===== src/rtl/id_ex_buf_if.sv =====
// Decode-to-execute stage bus: the decode bundle with its valid/ready pair,
// the flush request from ex, and the registered bundle presented to ex.
interface id_ex_buf_if;
  // decode side
  logic        id_valid;
  logic        id_ready;
  logic [31:0] op1;
  logic [31:0] op2;
  logic [31:0] ins2ex;
  logic [31:0] ins_addr;
  logic [4:0]  rd_addr;
  logic        rd_wen;
  logic [6:0]  oh;
  // squash request from ex (taken branch/jump)
  logic        flush;
  // execute side
  logic        ex_valid;
  logic        ex_ready;
  logic [31:0] ex_op1;
  logic [31:0] ex_op2;
  logic [31:0] ex_ins;
  logic [31:0] ex_ins_addr;
  logic [4:0]  ex_rd_addr;
  logic        ex_rd_wen;
  logic [6:0]  ex_oh;

  // the pipeline buffer itself
  modport slave (
    input  id_valid, op1, op2, ins2ex, ins_addr, rd_addr, rd_wen, oh,
    input  flush, ex_ready,
    output id_ready,
    output ex_valid, ex_op1, ex_op2, ex_ins, ex_ins_addr, ex_rd_addr, ex_rd_wen, ex_oh
  );

  // the surrounding stages (decode drives, execute consumes)
  modport master (
    output id_valid, op1, op2, ins2ex, ins_addr, rd_addr, rd_wen, oh,
    output flush, ex_ready,
    input  id_ready,
    input  ex_valid, ex_op1, ex_op2, ex_ins, ex_ins_addr, ex_rd_addr, ex_rd_wen, ex_oh
  );
endinterface


===== src/rtl/id_ex_buf.sv =====
// ID/EX pipeline buffer: two-entry skid buffer (MAIN drives ex, SKID catches
// the bundle accepted while ex stalls) so id_ready comes straight from a flop.
// A taken branch/jump from ex squashes everything held and arriving; with
// nothing valid, ex sees an ADDI x0,x0,0 bubble that never writes back.
module id_ex_buf (
  input  logic        clk,
  input  logic        rst,
  id_ex_buf_if.slave  bus
);

  typedef struct packed {
    logic [31:0] op1;
    logic [31:0] op2;
    logic [31:0] ins;
    logic [31:0] ins_addr;
    logic [4:0]  rd_addr;
    logic        rd_wen;
    logic [6:0]  oh;
  } payload_t;

  localparam logic [1:0] EMPTY = 2'd0;
  localparam logic [1:0] ONE   = 2'd1;
  localparam logic [1:0] FULL  = 2'd2;

  localparam logic [31:0] NOP_INS = 32'h0000_0013;

  payload_t   in_pl, main_q, skid_q;
  logic [1:0] state_q, state_d;
  logic       id_ready_q;
  logic       ex_valid;
  logic       in_fire, out_fire;
  logic       load_main, main_from_skid, load_skid;

  assign in_pl = '{op1: bus.op1, op2: bus.op2, ins: bus.ins2ex, ins_addr: bus.ins_addr,
                   rd_addr: bus.rd_addr, rd_wen: bus.rd_wen, oh: bus.oh};

  // valid is a pure decode of the state flop, so no input reaches ex_* combinationally
  assign ex_valid = (state_q != EMPTY);
  assign in_fire  = bus.id_valid & id_ready_q;
  assign out_fire = ex_valid & bus.ex_ready;

  // next state and which entry loads; flush wins over both handshakes
  always_comb begin
    state_d        = state_q;
    load_main      = 1'b0;
    main_from_skid = 1'b0;
    load_skid      = 1'b0;
    if (bus.flush) begin
      state_d = EMPTY;
    end else begin
      case (state_q)
        EMPTY: if (in_fire) begin
          state_d   = ONE;
          load_main = 1'b1;
        end
        ONE: case ({in_fire, out_fire})
          2'b11:   load_main = 1'b1;
          2'b01:   state_d   = EMPTY;
          2'b10: begin
            state_d   = FULL;
            load_skid = 1'b1;
          end
          default: ;
        endcase
        FULL: if (out_fire) begin
          // id_ready was low, so nothing new can arrive in this state
          state_d        = ONE;
          load_main      = 1'b1;
          main_from_skid = 1'b1;
        end
        default: state_d = EMPTY;
      endcase
    end
  end

  // state, registered ready and payload storage
  always_ff @(posedge clk) begin
    if (rst) begin
      state_q    <= EMPTY;
      id_ready_q <= 1'b1;
      main_q     <= '0;
    end else begin
      state_q    <= state_d;
      id_ready_q <= (state_d != FULL);
      if (load_main) main_q <= main_from_skid ? skid_q : in_pl;
    end
  end

  // SKID is don't-care while unused, so it needs no reset
  always_ff @(posedge clk) begin
    if (load_skid) skid_q <= in_pl;
  end

  assign bus.id_ready    = id_ready_q;
  assign bus.ex_valid    = ex_valid;
  assign bus.ex_op1      = ex_valid ? main_q.op1      : 32'd0;
  assign bus.ex_op2      = ex_valid ? main_q.op2      : 32'd0;
  assign bus.ex_ins      = ex_valid ? main_q.ins      : NOP_INS;
  assign bus.ex_ins_addr = ex_valid ? main_q.ins_addr : 32'd0;
  assign bus.ex_rd_addr  = ex_valid ? main_q.rd_addr  : 5'd0;
  assign bus.ex_rd_wen   = ex_valid & main_q.rd_wen;
  assign bus.ex_oh       = ex_valid ? main_q.oh       : 7'd0;

endmodule

===== src/flat_wrapper.sv =====
// flat-port wrapper written by rule: the top's interface ports become plain ports
module id_ex_buf_flat 
  (clk, rst, bus_id_valid, bus_op1, bus_op2, bus_ins2ex, bus_ins_addr, bus_rd_addr, bus_rd_wen, bus_oh, bus_flush, bus_ex_ready, bus_id_ready, bus_ex_valid, bus_ex_op1, bus_ex_op2, bus_ex_ins, bus_ex_ins_addr, bus_ex_rd_addr, bus_ex_rd_wen, bus_ex_oh);
  id_ex_buf_if bus_i ();
  input  logic clk;
  input  logic rst;
  input wire logic [$bits(bus_i.id_valid)-1:0] bus_id_valid;
  input wire logic [$bits(bus_i.op1)-1:0] bus_op1;
  input wire logic [$bits(bus_i.op2)-1:0] bus_op2;
  input wire logic [$bits(bus_i.ins2ex)-1:0] bus_ins2ex;
  input wire logic [$bits(bus_i.ins_addr)-1:0] bus_ins_addr;
  input wire logic [$bits(bus_i.rd_addr)-1:0] bus_rd_addr;
  input wire logic [$bits(bus_i.rd_wen)-1:0] bus_rd_wen;
  input wire logic [$bits(bus_i.oh)-1:0] bus_oh;
  input wire logic [$bits(bus_i.flush)-1:0] bus_flush;
  input wire logic [$bits(bus_i.ex_ready)-1:0] bus_ex_ready;
  output wire logic [$bits(bus_i.id_ready)-1:0] bus_id_ready;
  output wire logic [$bits(bus_i.ex_valid)-1:0] bus_ex_valid;
  output wire logic [$bits(bus_i.ex_op1)-1:0] bus_ex_op1;
  output wire logic [$bits(bus_i.ex_op2)-1:0] bus_ex_op2;
  output wire logic [$bits(bus_i.ex_ins)-1:0] bus_ex_ins;
  output wire logic [$bits(bus_i.ex_ins_addr)-1:0] bus_ex_ins_addr;
  output wire logic [$bits(bus_i.ex_rd_addr)-1:0] bus_ex_rd_addr;
  output wire logic [$bits(bus_i.ex_rd_wen)-1:0] bus_ex_rd_wen;
  output wire logic [$bits(bus_i.ex_oh)-1:0] bus_ex_oh;
  assign bus_i.id_valid = bus_id_valid;
  assign bus_i.op1 = bus_op1;
  assign bus_i.op2 = bus_op2;
  assign bus_i.ins2ex = bus_ins2ex;
  assign bus_i.ins_addr = bus_ins_addr;
  assign bus_i.rd_addr = bus_rd_addr;
  assign bus_i.rd_wen = bus_rd_wen;
  assign bus_i.oh = bus_oh;
  assign bus_i.flush = bus_flush;
  assign bus_i.ex_ready = bus_ex_ready;
  assign bus_id_ready = bus_i.id_ready;
  assign bus_ex_valid = bus_i.ex_valid;
  assign bus_ex_op1 = bus_i.ex_op1;
  assign bus_ex_op2 = bus_i.ex_op2;
  assign bus_ex_ins = bus_i.ex_ins;
  assign bus_ex_ins_addr = bus_i.ex_ins_addr;
  assign bus_ex_rd_addr = bus_i.ex_rd_addr;
  assign bus_ex_rd_wen = bus_i.ex_rd_wen;
  assign bus_ex_oh = bus_i.ex_oh;
  id_ex_buf u_core (.clk(clk), .rst(rst), .bus(bus_i));
endmodule

===== config.mk =====
export PLATFORM = sky130hd
export DESIGN_NAME = id_ex_buf_flat
export DESIGN_NICKNAME = d
export VERILOG_FILES = /design/src/rtl/id_ex_buf_if.sv /design/src/rtl/id_ex_buf.sv /design/src/flat_wrapper.sv
export SDC_FILE = /design/constraint.sdc
export NUM_CORES = 1
export LEC_CHECK = 0
export BUFFER_PORTS_ARGS = -buffer_cell sky130_fd_sc_hd__buf_2
export CAP_MARGIN = 20
export CORE_ASPECT_RATIO = 1.2
export CORE_MARGIN = 2
export CORE_UTILIZATION = 45
export DETAILED_ROUTE_END_ITERATION = 7
export GPL_ROUTABILITY_DRIVEN = 0
export PLACE_DENSITY = 0.69
export SETUP_SLACK_MARGIN = 0.4
export SYNTH_ARGS = -nofsm -noshare
export SYNTH_HDL_FRONTEND = slang
export SYNTH_SLANG_ARGS = --single-unit

===== constraint.sdc =====
create_clock -name clk -period 19.2 [get_ports clk]
set_input_delay 0.96 -clock clk [delete_from_list [all_inputs] [get_ports clk]]
set_output_delay 0.96 -clock clk [all_outputs]
set_load 0.02 [all_outputs]

# --- After elaboration in Yosys (flattened, before gate mapping) ---
# Index checks and enable logic that the tools add are counted.
totals:
  regBits: 285
  elab_cells: 49
op_classes:
  eq_ne: 6
  mux: 22
  bitwise_logic: 3
  reduce_logical: 2
op_table:
  columns: ["cell", "n"]
  rows:
  - ["2-to-1 mux 141 bit", 1]
  - ["2-to-1 mux 32 bit", 4]
  - ["2-to-1 mux 1 bit", 9]
  - ["2-to-1 mux 7 bit", 1]
  - ["equality test 2 bit, second input constant", 3]
  - ["2-to-1 mux 2 bit", 3]
  - ["one-hot mux 2 bit (3 select lines)", 1]
  - ["2-to-1 mux 5 bit", 1]
  - ["equality test 2 x 1 -> 1 bit, second input constant", 2]
  - ["one-hot mux 2 bit (2 select lines)", 1]
  - ["AND 1 bit", 3]
  - ["one-hot mux 1 bit (3 select lines)", 1]
  - ["logical NOT 2 bit", 1]
  - ["inequality test 2 bit, second input constant", 1]
  - ["nonzero test 2 bit", 1]

# --- Longest topological paths before layout ---
depth:
  ltp_word: 7
  mapped_depth: 7
  depth_no_buf: 4

# --- Least setup slack after synthesis ---
# OpenSTA, ideal clock, no wires.
synth_path:
  path_kind: "in2reg"
  start: "in bus_flush"
  end: "reg u_core.skid_q[0] in the netlist's numbering (enable)"
  setup_ns: 0.988
  arrival_time_ns: 14.506
  t_required_ns: 18.212
  path_slack_ns: 3.705
  stages: 1
  cell_sequence: "nor4_1"
synth_between:
  elab_chain_len: 1
synth_lines:
  columns: ["item", "line_no", "text"]
  rows:
  - ["start: declaration", "flat_wrapper.sv:15", "input wire logic [$bits(bus_i.flush)-1:0] bus_flush;"]
  - ["2-to-1 mux 1 bit", "id_ex_buf.sv:48", "if (bus.flush) begin"]
  - ["end signal: assignment", "id_ex_buf.sv:91", "if (load_skid) skid_q <= in_pl;"]
  - ["end: declaration", "id_ex_buf.sv:27", "payload_t in_pl, main_q, skid_q;"]
# Every way passes these cells.
# A chain may end at the register's enable or synchronous reset.

# --- Worst setup path after layout ---
layout_path:
  start: "reg u_core.state_q[1]"
  end: "out bus_ex_ins[8]"
layout_between:
  elab_chain_len: 2
layout_lines:
  columns: ["item", "line_no", "text"]
  rows:
  - ["start: declaration", "id_ex_buf.sv:28", "logic [1:0] state_q, state_d;"]
  - ["start signal: assignment", "id_ex_buf.sv:83", "state_q <= state_d;"]
  - ["nonzero test 2 bit", "id_ex_buf.sv:38", "assign ex_valid = (state_q != EMPTY);"]
  - ["2-to-1 mux 32 bit", "id_ex_buf.sv:98", "assign bus.ex_ins = ex_valid ? main_q.ins : NOP_INS;"]
  - ["end: declaration", "flat_wrapper.sv:21", "output wire logic [$bits(bus_i.ex_ins)-1:0] bus_ex_ins;"]
# Every way passes these cells.

==> impl_results.md <==
* Reg2Reg Depth at 5
* Hold/Removal Path Class: register to register
* Status: finished, final reports clean
* Top post-synthesis cells by area: edfxtp_1 35%, dfxtp_1 24%, mux2i_1 12%
* Via density at 5.10
* Global routing usage on met3 at 5.37%
* Worst hold slack at between 0.4 and 0.5 ns
* Detail Route Antenna Nets at 0
* Post-Synth XOR/XNOR Area at 0.0734%
* Main synth FF type: dfxtp_1
* Fin area at 0.0143 sq mm
* Setup TNS at 0 ns
* CTS Buf Count at 30
* Seq/Total Area, Yosys at 59.7%
* Worst r2r dst: u_core.main_q[129]
* Adder-cell area share of the yosys netlist at 0%
* Clock Pin Slew Worst Setup and Hold Paths at 0.06 ns
* Simple-Gate Fraction of Synth Area at 12.8%
* GR Util All Layers at a little under a fifth
* CTS Hold Bufs at 0
* RR Startpoint: u_core.state_q[1]
* Compound-Gate Fraction of Synth Area at 11.2%
* Core Box Area at 0.0262 sq mm
* Mux share of post-synthesis cell area at 11.9%
* Share of cells above drive strength 1 at 32.1%
* Lkg Pwr at 5.41 nW
* Rows at 65
* Global-route track usage on met2 at between 20% and 30%
* Max Slew Vio Count at 0
* Initial antenna violation count at 3
* Netlist cell types at 25
* Min-delay src: u_core.main_q[106]
* Core Util, Final at 54.7%
* Die ar. at roughly 0.028 sq mm
* Max Buffers Root-to-Sink at 3
* Number of I/O port buffers at 288
* Largest net degree at the start of global routing at 110
* GRT overflow at 0
* Cts repair resizes at 0
* Post-Syn Area at 0.0119 sq mm
* Total number of vias at 7934
* Dpl cell area at 0.0134 sq mm
* DR DRC count at 0
* CP endpoint kind: primary output
* Cell family with most CP delay: buffers and inverters
* Top cell type by total area after synthesis: edfxtp_1
* PD cells at 93.4 mW/mm^2
* Crit path required time at 18.24 ns
* Synth-to-layout area growth at 20.1%
* Net Count, Synth at roughly 1100
* Syn Area/Cell at 12.6 sq um
* Element type at the critical path start: register
* Max Cap Viol at 0
* Actual slew at the worst max-slew pin at 1.09 ns
* Post-synth EDFFs at approximately 140
* Clk root buf: clkbuf_16
* Ys Warns at 0
* RSZ-0062 raised after global routing: false
* Fin. Hold Viols at 0
* CTS H-tree depth at 1
* Fmax achieved at 269 MHz
* # Post-CTS Setup Buffers at 0
* Largest family of logic cells by synthesized area: simple AND/OR/NAND/NOR gates
* Hold Crit Endpoint: u_core.main_q[106]
* Die Ht at 182 um
* Slowest-stage cell, CP: buf_4
* Initial drt markers at 305
* Crit Path Category: register to primary output
* Critical path arrival at 2.76 ns
* Synthesized flop and latch total at 285
* Top Usage Layer GRT: met2
* Top cell type's share of synthesized area at 35.5%
* Global-route wire length before repair at 42500 um
* Routed WL at 26400 um
* Crit-path max FO at between 100 and 150
* Hold Path Depth at 2
* Worst path max stage delay at roughly 0.77 ns
* Vias in the first global route at 8032
* Leading cell type in the layout, fill and taps excluded: buf_2
* Worst skew pair latency at roughly 0.54 ns
* WL/cell at 17.0 um
* Worst path cell trace: or2_4 > buf_4 > and2_1 > buf_2
* Nets at between 1000 and 1500
* Minimum clock period at around 3.7 ns
* Die X at 153 um
* Clock sinks at 285
* Setup violators final at 0
* Starting Density at a little under half
* R2R Setup Slk at around 16 ns
* Syn Inst Count at 945
* CTS tree: yes
* Met1 usage at 24.0%
* Synth async-reset ratio at 0%
* Largest vdd supply drop at 0.0616 mV
* Crit share post-route at 19.4%
* Final Skew at 0.00552 ns
* CP Buf/Inv Count at 2
* Rel. slew slack at 27.2%
* First drt pass iteration count at 4
* Commonest non-fill, non-tap cells in the layout: 287 x buf_2, 144 x dfxtp_1, 142 x mux2i_1, 142 x nor2_1, 141 x edfxtp_1
* Top-Level Pins at 289
* Dpl hpwl at roughly 16000 um
* Number of fill cells in the layout at 2302
-- cells in the mapped netlist, types with 2 or more instances --
cell type and n:
dfxtp_1 144, mux2i_1 142, nor2_1 142, edfxtp_1 141, and2_1 138, a211oi_1 91, a211oi_2 50, clkbuf_1 33
buf_2 32, buf_12 9, buf_4 5, nand2b_1 4, nor4_1 2
-- cell type report --
type	count	area, sq um	share of cell area, %
Sequential cell	285	7120	49.7
Multi-Input combinational cell	580	4310	30.1
Timing Repair Buffer	298	1540	10.8
Clock buffer	47	866	6.05
Tap cell	335	419	2.93
Clock inverter	9	62.6	0.437
Antenna cell	3	7.51	0.0524
-- report_power, final --
| part | total [W] | switching [W] | leakage (nW) | internal [W] |
|---|---|---|---|---|
| clock network | 0.000548 | 0.000228 | 0.450 | 0.000320 |
| registers | 0.000676 | 0.0000110 | 2.46 | 0.000665 |
| logic | 0.000114 | 0.0000681 | 2.49 | 0.0000460 |
| total | 0.00134 | 0.000307 | 5.41 | 0.00103 |
-- flip-flops by register name, indices dropped and copies added, names as in the netlist --
signal,cells
u_core.main_q,141
u_core.bus.id_ready,1
u_core.skid_q,141
u_core.state_q,2
-- metal layers --
| metal | vias up | wire, um |
|---|---|---|
| met1 | 3738 | 11600 |
| met4 | 0 | 762 |
| met5 | - | 0 |
| li1 | 3918 | - |
| met2 | 221 | 12100 |
| met3 | 57 | 1920 |
-- kinds of logic (layout without fill, tap and decap cells) --
| logic type | count (synthesis) | in the layout |
|---|---|---|
| mux | 142 | 142 |
| simple gates | 294 | 294 |
| flops | 285 | 285 |
| compound gates | 143 | 143 |
| xor+xnor | 1 | 1 |
| other cells | 0 | 3 |
| buf+inv | 80 | 354 |
-- how the worst max path moves through the flow --
| stage | from | endpoint | slack, ns | cells after the start |
|---|---|---|---|---|
| detailed placement | bus_flush | u_core.main_q[135] | 14.79 | 6 |
| finish | u_core.state_q[1] | bus_ex_ins[8] | 15.48 | 4 |
| global route | bus_flush | u_core.main_q[60] | 15.23 | 6 |
| CTS | bus_flush | u_core.main_q[17] | 15.37 | 6 |
| floorplan | bus_flush | u_core.skid_q[0] | 3.71 | 1 |
| global placement | bus_flush | u_core.main_q[121] | 14.81 | 6 |
-- tightest hold or removal path: cells and delay by family (launching register included) --
family	cells	cell delay (ns)
DFF	1	0.30
and+or+nand+nor	1	0.09
AOI/OAI and AO/OA	1	0.05
-- per-stage QoR --
stage	setup slack [ns]	std cells	total power, W
finish	15.48	1557	0.00134
CTS	15.37	1553	0.00136
floorplan	3.71	945	0.000765
global route	15.23	1556	0.00139
global placement	14.81	1497	0.000800
detailed placement	14.79	1497	0.000804
No activity file was read; power rests on OpenSTA's default activity.
